===== src/rtl/regbank_reader_pkg.sv =====
// Shared definitions for the register bank read path: bank geometry, default width and FSM state encodings.
package regbank_reader_pkg;

  localparam int REG_IDX_W = 3;
  localparam int NUM_REGS  = 8;
  localparam int DEF_WIDTH = 8;

  localparam logic [REG_IDX_W-1:0] LAST_IDX = 3'd7;

  typedef enum logic {
    ST_IDLE = 1'b0,
    ST_DUMP = 1'b1
  } state_t;

  function automatic logic is_last_beat(input logic [REG_IDX_W-1:0] idx);
    return (idx == LAST_IDX);
  endfunction

endpackage


===== src/rtl/regbank_reader_regsel8.sv =====
// Combinational 8:1 register select with optional forwarding of a same-edge bank write.
module regbank_reader_regsel8
  import regbank_reader_pkg::*;
#(
  parameter int WIDTH  = DEF_WIDTH,
  parameter bit BYPASS = 1'b1
) (
  input  logic [WIDTH-1:0]     r0,
  input  logic [WIDTH-1:0]     r1,
  input  logic [WIDTH-1:0]     r2,
  input  logic [WIDTH-1:0]     r3,
  input  logic [WIDTH-1:0]     r4,
  input  logic [WIDTH-1:0]     r5,
  input  logic [WIDTH-1:0]     r6,
  input  logic [WIDTH-1:0]     r7,
  input  logic [WIDTH-1:0]     wdata,
  input  logic [REG_IDX_W-1:0] wsel,
  input  logic                 we,
  input  logic [REG_IDX_W-1:0] sel,
  output logic [WIDTH-1:0]     dout
);

  // Forwarding makes the result equal to what the bank holds after the coming edge.
  always_comb begin
    dout = r0;
    if (BYPASS && we && (wsel == sel)) begin
      dout = wdata;
    end else begin
      case (sel)
        3'd0:    dout = r0;
        3'd1:    dout = r1;
        3'd2:    dout = r2;
        3'd3:    dout = r3;
        3'd4:    dout = r4;
        3'd5:    dout = r5;
        3'd6:    dout = r6;
        3'd7:    dout = r7;
        default: dout = r0;
      endcase
    end
  end

endmodule


===== src/rtl/regbank_reader.sv =====
// Read-side companion of the 8x8 register bank: operand pair reads and 8-beat debug dumps through one
// registered response slot. State changes on the falling clock edge to line up with the bank.
module regbank_reader
  import regbank_reader_pkg::*;
#(
  parameter int WIDTH  = DEF_WIDTH,
  parameter bit BYPASS = 1'b1
) (
  input  logic                 CLK,
  input  logic                 RST_N,
  input  logic [WIDTH-1:0]     R0,
  input  logic [WIDTH-1:0]     R1,
  input  logic [WIDTH-1:0]     R2,
  input  logic [WIDTH-1:0]     R3,
  input  logic [WIDTH-1:0]     R4,
  input  logic [WIDTH-1:0]     R5,
  input  logic [WIDTH-1:0]     R6,
  input  logic [WIDTH-1:0]     R7,
  input  logic [WIDTH-1:0]     WDATA,
  input  logic [REG_IDX_W-1:0] WSEL,
  input  logic                 WE,
  input  logic                 REQ_VALID,
  output logic                 REQ_READY,
  input  logic                 REQ_DUMP,
  input  logic [REG_IDX_W-1:0] SELA,
  input  logic [REG_IDX_W-1:0] SELB,
  output logic                 RSP_VALID,
  input  logic                 RSP_READY,
  output logic [WIDTH-1:0]     RSP_A,
  output logic [WIDTH-1:0]     RSP_B,
  output logic [REG_IDX_W-1:0] RSP_IDX,
  output logic                 RSP_LAST,
  output logic                 BUSY
);

  state_t                 state_r, state_nxt_s;
  logic [REG_IDX_W-1:0]   cnt_r, cnt_nxt_s;
  logic                   rsp_valid_r, rsp_valid_nxt_s;
  logic [WIDTH-1:0]       rsp_a_r, rsp_a_nxt_s;
  logic [WIDTH-1:0]       rsp_b_r, rsp_b_nxt_s;
  logic [REG_IDX_W-1:0]   rsp_idx_r, rsp_idx_nxt_s;
  logic                   rsp_last_r, rsp_last_nxt_s;
  logic [REG_IDX_W-1:0]   sel_a_s;
  logic [WIDTH-1:0]       rd_a_s, rd_b_s;
  logic                   slot_free_s;
  logic                   load_s;

  // Port A index: dump counter while dumping, beat 0 on a dump accept, SELA otherwise.
  always_comb begin
    sel_a_s = SELA;
    if (state_r == ST_DUMP) begin
      sel_a_s = cnt_r;
    end else if (REQ_DUMP) begin
      sel_a_s = 3'd0;
    end else begin
      sel_a_s = SELA;
    end
  end

  regbank_reader_regsel8 #(.WIDTH(WIDTH), .BYPASS(BYPASS)) u_sel_a (
    .r0(R0), .r1(R1), .r2(R2), .r3(R3), .r4(R4), .r5(R5), .r6(R6), .r7(R7),
    .wdata(WDATA), .wsel(WSEL), .we(WE), .sel(sel_a_s), .dout(rd_a_s)
  );

  regbank_reader_regsel8 #(.WIDTH(WIDTH), .BYPASS(BYPASS)) u_sel_b (
    .r0(R0), .r1(R1), .r2(R2), .r3(R3), .r4(R4), .r5(R5), .r6(R6), .r7(R7),
    .wdata(WDATA), .wsel(WSEL), .we(WE), .sel(SELB), .dout(rd_b_s)
  );

  assign slot_free_s = !rsp_valid_r || RSP_READY;
  assign REQ_READY   = RST_N && (state_r == ST_IDLE) && slot_free_s;
  assign BUSY        = RST_N && (state_r == ST_DUMP);
  assign RSP_VALID   = rsp_valid_r;
  assign RSP_A       = rsp_a_r;
  assign RSP_B       = rsp_b_r;
  assign RSP_IDX     = rsp_idx_r;
  assign RSP_LAST    = rsp_last_r;

  // Next-state, dump sequencing and response slot loading.
  always_comb begin
    state_nxt_s    = state_r;
    cnt_nxt_s      = cnt_r;
    load_s         = 1'b0;
    rsp_a_nxt_s    = rsp_a_r;
    rsp_b_nxt_s    = rsp_b_r;
    rsp_idx_nxt_s  = rsp_idx_r;
    rsp_last_nxt_s = rsp_last_r;
    case (state_r)
      ST_IDLE: begin
        if (REQ_VALID && slot_free_s) begin
          load_s      = 1'b1;
          rsp_a_nxt_s = rd_a_s;
          if (REQ_DUMP) begin
            rsp_b_nxt_s    = '0;
            rsp_idx_nxt_s  = 3'd0;
            rsp_last_nxt_s = 1'b0;
            cnt_nxt_s      = 3'd1;
            state_nxt_s    = ST_DUMP;
          end else begin
            rsp_b_nxt_s    = rd_b_s;
            rsp_idx_nxt_s  = SELA;
            rsp_last_nxt_s = 1'b1;
          end
        end else begin
          load_s = 1'b0;
        end
      end
      ST_DUMP: begin
        if (slot_free_s) begin
          load_s         = 1'b1;
          rsp_a_nxt_s    = rd_a_s;
          rsp_b_nxt_s    = '0;
          rsp_idx_nxt_s  = cnt_r;
          rsp_last_nxt_s = is_last_beat(cnt_r);
          cnt_nxt_s      = cnt_r + 3'd1;
          if (is_last_beat(cnt_r)) begin
            state_nxt_s = ST_IDLE;
          end else begin
            state_nxt_s = ST_DUMP;
          end
        end else begin
          load_s = 1'b0;
        end
      end
      default: begin
        state_nxt_s = ST_IDLE;
        cnt_nxt_s   = 3'd0;
      end
    endcase
    // A load on the same edge as a pop keeps the slot valid with no bubble.
    if (load_s) begin
      rsp_valid_nxt_s = 1'b1;
    end else if (RSP_READY) begin
      rsp_valid_nxt_s = 1'b0;
    end else begin
      rsp_valid_nxt_s = rsp_valid_r;
    end
  end

  // State and response slot registers, falling edge with synchronous reset.
  always_ff @(negedge CLK) begin
    if (!RST_N) begin
      state_r     <= ST_IDLE;
      cnt_r       <= 3'd0;
      rsp_valid_r <= 1'b0;
      rsp_a_r     <= '0;
      rsp_b_r     <= '0;
      rsp_idx_r   <= 3'd0;
      rsp_last_r  <= 1'b0;
    end else begin
      state_r     <= state_nxt_s;
      cnt_r       <= cnt_nxt_s;
      rsp_valid_r <= rsp_valid_nxt_s;
      rsp_a_r     <= rsp_a_nxt_s;
      rsp_b_r     <= rsp_b_nxt_s;
      rsp_idx_r   <= rsp_idx_nxt_s;
      rsp_last_r  <= rsp_last_nxt_s;
    end
  end

endmodule


===== config.mk =====
export PLATFORM = sky130hd
export DESIGN_NAME = regbank_reader
export DESIGN_NICKNAME = d
export VERILOG_FILES = /design/src/rtl/regbank_reader_pkg.sv /design/src/rtl/regbank_reader_regsel8.sv /design/src/rtl/regbank_reader.sv
export SDC_FILE = /design/constraint.sdc
export NUM_CORES = 1
export LEC_CHECK = 0
export BUFFER_PORTS_ARGS = -buffer_cell sky130_fd_sc_hd__buf_2
export CAP_MARGIN = 10
export CORE_MARGIN = 10
export CORE_UTILIZATION = 27
export DETAILED_ROUTE_END_ITERATION = 10
export HOLD_SLACK_MARGIN = 0.15
export SLEW_MARGIN = 20
export SYNTH_ARGS = -nofsm -noshare
export SYNTH_HDL_FRONTEND = slang
export SYNTH_SLANG_ARGS = --single-unit

===== constraint.sdc =====
create_clock -name CLK -period 2.7 [get_ports CLK]
set_clock_uncertainty 0.2 [all_clocks]
set_input_delay 0.54 -clock CLK [delete_from_list [all_inputs] [get_ports CLK]]
set_output_delay 0.54 -clock CLK [all_outputs]
set_load 0.01 [all_outputs]

==> impl_metrics.csv, run 1 <==
group,metric,value,unit
logic_synthesis,async_flop_share,0,%
die,fp.dieW,115,um
run_status,violations,"negative setup slack",
placement,pre_cts_ws,-1.04,ns
worst_setup_path,path_class,"in -> reg",
placement,placed_area,3600,um^2
detailed_routing,via_per_inst,5.30,
detailed_routing,wl,11.6,mm
worst_setup_path,critical-path-top-delay-family,"compound AO/OA/AOI/OAI gates",
worst_setup_path,worstPathRequired,1.37,ns
cts,cts_root_buf,"clkbuf_8",
logic_synthesis,yosysWarnings,0,
cts,hold_buffers,0,
sta,setup_tns,-12.35,ns
logic_synthesis,synth-seq-area-share,20.3,%
logic_synthesis,ys_seq_elements,25,
sta,maxSlewViolCount,0,
detailed_routing,num_vias,3184,
detailed_routing,drt-pass1-iter-count,5,
worst_setup_path,setup.worst_path.end_class,"flip-flop",
min_path,holdPathEnd,"RSP_IDX[0]",
power,p_sw,0.580,mW
placement,io_buffers,109,
worst_setup_path,start_kind,"input pin",
logic_synthesis,yosys.area.top_type,"dfxtp_1",
cts,cts_max_path_buffers,2,
cts,clk_pin_slew,0.03,ns
grt,grt_max_degree,30,
cts,clk_latency,0.34,ns
worst_setup_path,path_buf_inv,3,
layout,final_cell_area,4470,um^2
logic_synthesis,synth_area_per_cell,8.58,um^2
worst_setup_path,path_common_cell,"buf_6",
power,pwr-share-clk,28.9,%
logic_synthesis,synthTopCellsByCount,"nor2_1, dfxtp_1, mux2i_1",
power,pwr_density_cell,365,nW/um^2
min_path,hold_depth,1,
worst_setup_path,path_max_fanout,6,
placement,dp_hpwl,8.61,mm
power,p_leak,2.15,nW
layout,drive_gt1_share,59.2,%
worst_setup_path,cp_slowest_stage_delay,0.29,ns
layout,stdcell_count,601,
die,num_rows,34,
layout,final_nets,583,
logic_synthesis,synth_most_common_cell,"nor2_1",
grt,antenna_found_initial,0,
die,die_h,115,um
detailed_routing,drt_iter0_drc,230,
run,max-cap-violations,0,
sta,finalWorstSetupSlack,-0.586,ns
die,start_util,27.9,%
cts,cts_tree,"done",
power,comb_power_share,44.5,%
sta,relSlewSlack,70.0,%
cts,cts_sinks,25,
logic_synthesis,synth-main-ff-cell,"dfxtp_1",
detailed_routing,drcViolationCount,0,
worst_setup_path,r2r_setup_slack,0.25,ns
sta,rsz0062_at_grt,"true",
grt,grt.overflow.total,0,
grt,grt_usage,16.6,%
logic_synthesis,syn_inst,287,
cts,cts_buffers,3,
logic_synthesis,synthTopCellsByArea,"dfxtp_1, mux2i_1, mux4_2",
detailed_routing,post_drt_wl_per_cell,19.3,um
die,die_area,13300,um^2
die,core,8810,um^2
worst_setup_path,r2r-start,"state_r",
min_path,hp-class,"reg -> reg",
logic_synthesis,synth_edf_count,0,
power,p_sw_share,35.5,%
grt,grt_pass1_wl,17.6,mm
logic_synthesis,yosys.cell_types.count,57,
detailed_routing,postRouteAntennaNets,0,
sta,worst_pin_slew,0.445,ns
placement,placed_cells,548,
worst_setup_path,arrival,1.96,ns
placement,gp_congestion,0.931,
worst_setup_path,crit_chain,"buf_6 -> nor3b_2 -> a21oi_4 -> buf_4 -> buf_6 -> mux2i_1 -> o221ai_1 -> a32o_2",
sta,whs,0.293,ns
grt,grt_pass1_vias,3551,
run_status,status,"finished with violations",
power,p_seq_share,26.5,%
worst_setup_path,timing.reg2reg.worst_path_depth,8,
power,p_int,1.05,mW
min_path,hold_path.startpoint,"RSP_IDX[0]",
logic_synthesis,synthesis.nets,376,
layout,diodes,0,
worst_setup_path,r2r_end,"RSP_A[3]",
logic_synthesis,synth_top_area_share,20.3,%
logic_synthesis,synth_area,2460,um^2
layout,nFillCells,846,
power,ir_worst_vdd,0.250,mV
layout,area_growth,81.8,%
die,boundaryPins,110,
worst_setup_path,slowest_stage,"a32o_2",
sta,final_hold_viol_count,0,
sta,finalSetupViolations,46,
cts,htreeDepth,1,
[logic make-up (layout without fill, tap and decap cells)]
family,after synthesis,in the layout,synth area share [%]
buffers and inverters,30,236,7.22
and+or+nand+nor,87,87,19.7
DFF,25,25,20.3
adders and majority gates,2,2,1.02
xor gates and xnor gates,6,6,2.14
muxes,31,31,15.3
AOI/OAI and AO/OA,106,106,34.3
[cell type report]
class	instances	area (um^2)	share of cell area, %
Inverter	7	26.3	0.587
Clock inverter	26	124	2.77
Tap cell	108	135	3.02
Multi-Input combinational cell	232	2060	46.1
Clock buffer	3	41.3	0.923
Timing Repair Buffer	200	1550	34.7
Sequential cell	25	531	11.9
[power by group through the flow]
stage / logic (mW) / registers (mW) / clock network (mW)
3_3_place_gp: 0.566 / 0.428 / 0.0589
6_report: 0.727 / 0.433 / 0.472
3_5_place_dp: 0.574 / 0.427 / 0.0589
2_1_floorplan: 0.318 / 0.436 / 0.0589
4_1_cts: 0.701 / 0.432 / 0.485
5_1_grt: 0.778 / 0.436 / 0.516
[per-layer routing]
| metal | wire length (um) | track usage [%] | part of all wire [%] |
|---|---|---|---|
| met2 | 5910 | 28.9 | 51 |
| met5 | 0 | 0 | 0 |
| met3 | 953 | 5.01 | 8.2 |
| met4 | 190 | 5.15 | 1.6 |
| met1 | 4570 | 19.1 | 39 |
[stage by stage]
step	power, mW	utilization, %
after floorplan	0.813	-
after global placement	1.05	40.9
after detailed placement	1.06	40.9
after CTS	1.62	49.8
after global routing	1.73	50.8
final	1.63	50.8
[worst max-delay path by stage]
| stage | startpoint | to | slack, ns | cells past startpoint |
|---|---|---|---|---|
| final | SELA[2] | RSP_A[6] | -0.59 | 8 |
| after global routing | SELA[2] | RSP_A[5] | -0.62 | 8 |
| after CTS | REQ_DUMP | RSP_A[1] | -0.63 | 9 |
| after detailed placement | REQ_DUMP | RSP_A[1] | -1.04 | 8 |
| after global placement | REQ_DUMP | RSP_A[3] | -1.02 | 8 |
| after floorplan | REQ_DUMP | RSP_A[5] | -0.71 | 8 |
[sequential cells by signal, summed over array words and instances (netlist names)]
signal	count
cnt_r	3
RSP_LAST	1
RSP_IDX	3
RSP_B	8
RSP_VALID	1
state_r	1
RSP_A	8
[worst reg2reg max path: cells and delay by family (launching register included)]
kind            cells  cell delay [ns]
compound gates      4             0.71
buf+inv             2             0.55
flops               1             0.36
mux                 1             0.25
simple gates        1             0.26
[placed cells by master (no fill, tap or decap), drive strengths merged, types with 10 or more instances in the layout]
cell / synthesis / layout
a21oi: 13 / 13
nor2b: 13 / 13
mux2i: 23 / 23
a22o: 10 / 10
dfxtp: 25 / 25
nand2b: 10 / 10
buf: 17 / 199
nand2: 16 / 16
nor2: 28 / 28
o21ai: 16 / 16
inv: 8 / 32
[timing repair]
| action | 4_1_cts | 5_1_grt |
|---|---|---|
| setup endpoints to repair | 44 | 46 |
| buffers inserted | 20 | 7 |
| gates cloned | 2 | 0 |
| resized for setup | 101 | 26 |
| pin swaps | 28 | 11 |
Power figures use the tool's default switching activity.
==> inputs of run 2 (changes only) <==
--- a/config.mk
+++ b/config.mk
@@ -11,6 +11,7 @@
 export CORE_UTILIZATION = 27
 export DETAILED_ROUTE_END_ITERATION = 10
 export HOLD_SLACK_MARGIN = 0.15
+export RECOVER_POWER = 25
 export SLEW_MARGIN = 20
 export SYNTH_ARGS = -nofsm -noshare
 export SYNTH_HDL_FRONTEND = slang
==> impl_metrics.csv, run 2 (synthesized netlist as in run 1, its figures left out) <==
group,metric,value,unit
run_status,status,"finished with violations",
run_status,violations,"negative setup slack",
layout,final_nets,583,
detailed_routing,via_per_inst,5.32,
worst_setup_path,r2r_setup_slack,0.26,ns
power,ir_worst_vdd,0.251,mV
min_path,holdPathEnd,"RSP_IDX[0]",
worst_setup_path,critical-path-top-delay-family,"compound AO/OA/AOI/OAI gates",
worst_setup_path,start_kind,"input pin",
sta,rsz0062_at_grt,"true",
die,die_h,115,um
cts,clk_pin_slew,0.03,ns
worst_setup_path,path_max_fanout,6,
cts,cts_root_buf,"clkbuf_8",
grt,grt.overflow.total,0,
sta,maxSlewViolCount,0,
cts,cts_sinks,25,
sta,finalWorstSetupSlack,-0.584,ns
layout,stdcell_count,601,
cts,htreeDepth,1,
sta,relSlewSlack,70.5,%
worst_setup_path,worstPathRequired,1.38,ns
detailed_routing,wl,11.6,mm
grt,antenna_found_initial,0,
layout,final_common_cell,"buf_2",
min_path,hp-class,"reg -> reg",
worst_setup_path,r2r_end,"RSP_A[3]",
min_path,hold_path.startpoint,"RSP_IDX[0]",
worst_setup_path,path_buf_inv,3,
detailed_routing,drcViolationCount,0,
detailed_routing,postRouteAntennaNets,0,
detailed_routing,drt_iter0_drc,233,
layout,final_cell_mix,"buf_2, buf_4, buf_6",
cts,hold_buffers,0,
worst_setup_path,crit_chain,"buf_6 -> nor3b_2 -> a21oi_4 -> buf_4 -> buf_6 -> mux2i_1 -> o221ai_1 -> a32o_2",
sta,final_hold_viol_count,0,
die,fp.dieW,115,um
die,core,8810,um^2
worst_setup_path,path_class,"in -> reg",
placement,gp_congestion,0.931,
worst_setup_path,cp_slowest_stage_delay,0.29,ns
die,boundaryPins,110,
worst_setup_path,r2r-start,"state_r",
power,pwr_density_cell,366,nW/um^2
power,p_seq_share,26.5,%
sta,finalSetupViolations,46,
min_path,hold_depth,1,
worst_setup_path,timing.reg2reg.worst_path_depth,8,
placement,dp_hpwl,8.61,mm
sta,whs,0.293,ns
die,start_util,27.9,%
grt,grt_usage,16.6,%
layout,drive_gt1_share,59.0,%
grt,grt_pass1_wl,17.6,mm
worst_setup_path,setup.worst_path.end_class,"flip-flop",
cts,cts_tree,"done",
grt,grt_max_degree,30,
placement,io_buffers,109,
cts,cts_buffers,3,
power,p_sw,0.584,mW
worst_setup_path,arrival,1.96,ns
cts,cts_max_path_buffers,2,
power,pwr-share-clk,29.1,%
run,max-cap-violations,0,
detailed_routing,num_vias,3199,
layout,area_growth,81.7,%
grt,grt_pass1_vias,3551,
power,p_leak,2.15,nW
worst_setup_path,slowest_stage,"a32o_2",
sta,setup_tns,-12.47,ns
cts,clk_latency,0.35,ns
power,p_int,1.05,mW
placement,placed_cells,548,
power,p_sw_share,35.7,%
power,power,1.64,mW
sta,worst_pin_slew,0.437,ns
detailed_routing,post_drt_wl_per_cell,19.3,um
worst_setup_path,path_common_cell,"buf_6",
die,num_rows,34,
die,die_area,13300,um^2
layout,diodes,0,
power,comb_power_share,44.4,%
detailed_routing,drt-pass1-iter-count,5,
## run 2: per-layer routing
layer,part of all wire [%],wire [um],track usage (%),vias to the layer above
li1,-,-,-,1521
met1,39,4500,19.1,1512
met2,51,5940,28.9,152
met3,8.6,996,5.01,14
met4,1.6,182,5.15,0
met5,0,0,0,-
## run 2: through the flow
step	setup slack (ns)	utilization, %	cell area (um^2)
after floorplan	-0.715	-	2630
after global routing	-0.623	50.8	4470
after CTS	-0.630	49.8	4390
after global placement	-1.02	40.9	3600
after detailed placement	-1.04	40.9	3600
final	-0.584	50.8	4470
## run 2: worst max path at each step
stage | start | endpoint | cells past startpoint
after floorplan | REQ_DUMP | RSP_A[5] | 8
after global placement | REQ_DUMP | RSP_A[3] | 8
after detailed placement | REQ_DUMP | RSP_A[1] | 8
after CTS | REQ_DUMP | RSP_A[1] | 9
after global routing | SELA[2] | RSP_A[5] | 8
final | SELA[2] | RSP_A[6] | 8
## run 2: power by group through the flow
stage               clock network [mW]  logic [mW]  registers, mW
global placement                0.0589       0.566          0.428
detailed placement              0.0589       0.574          0.427
CTS                              0.485       0.701          0.432
floorplan                       0.0589       0.318          0.436
finish                           0.476       0.726          0.433
global route                     0.516       0.777          0.436
## run 2: repair_timing
item,4_1_cts,5_1_grt
pin swaps,28,11
buffers inserted,20,7
gates cloned,2,0
gates resized for setup,101,26
endpoints found under the setup margin,44,46
hold endpoints to repair,0,0
## run 2: worst register-to-register path: stages, from the launching register on
cell       delay, ns
dfxtp_4         0.36
buf_4           0.38
nand2_1         0.26
o21ai_4         0.13
buf_6           0.17
mux2i_2         0.25
a2bb2oi_2       0.19
o221ai_2        0.13
a32o_1          0.26
## run 2: cell type report
| type | instances | area [um^2] |
|---|---|---|
| clock inverters | 26 | 124 |
| multi-input cells | 232 | 2060 |
| inverters | 7 | 26.3 |
| repair buffers | 200 | 1550 |
| flip-flops and latches | 25 | 531 |
| well taps | 108 | 135 |
| clock buffers | 3 | 41.3 |
| fillers | 847 | 4330 |
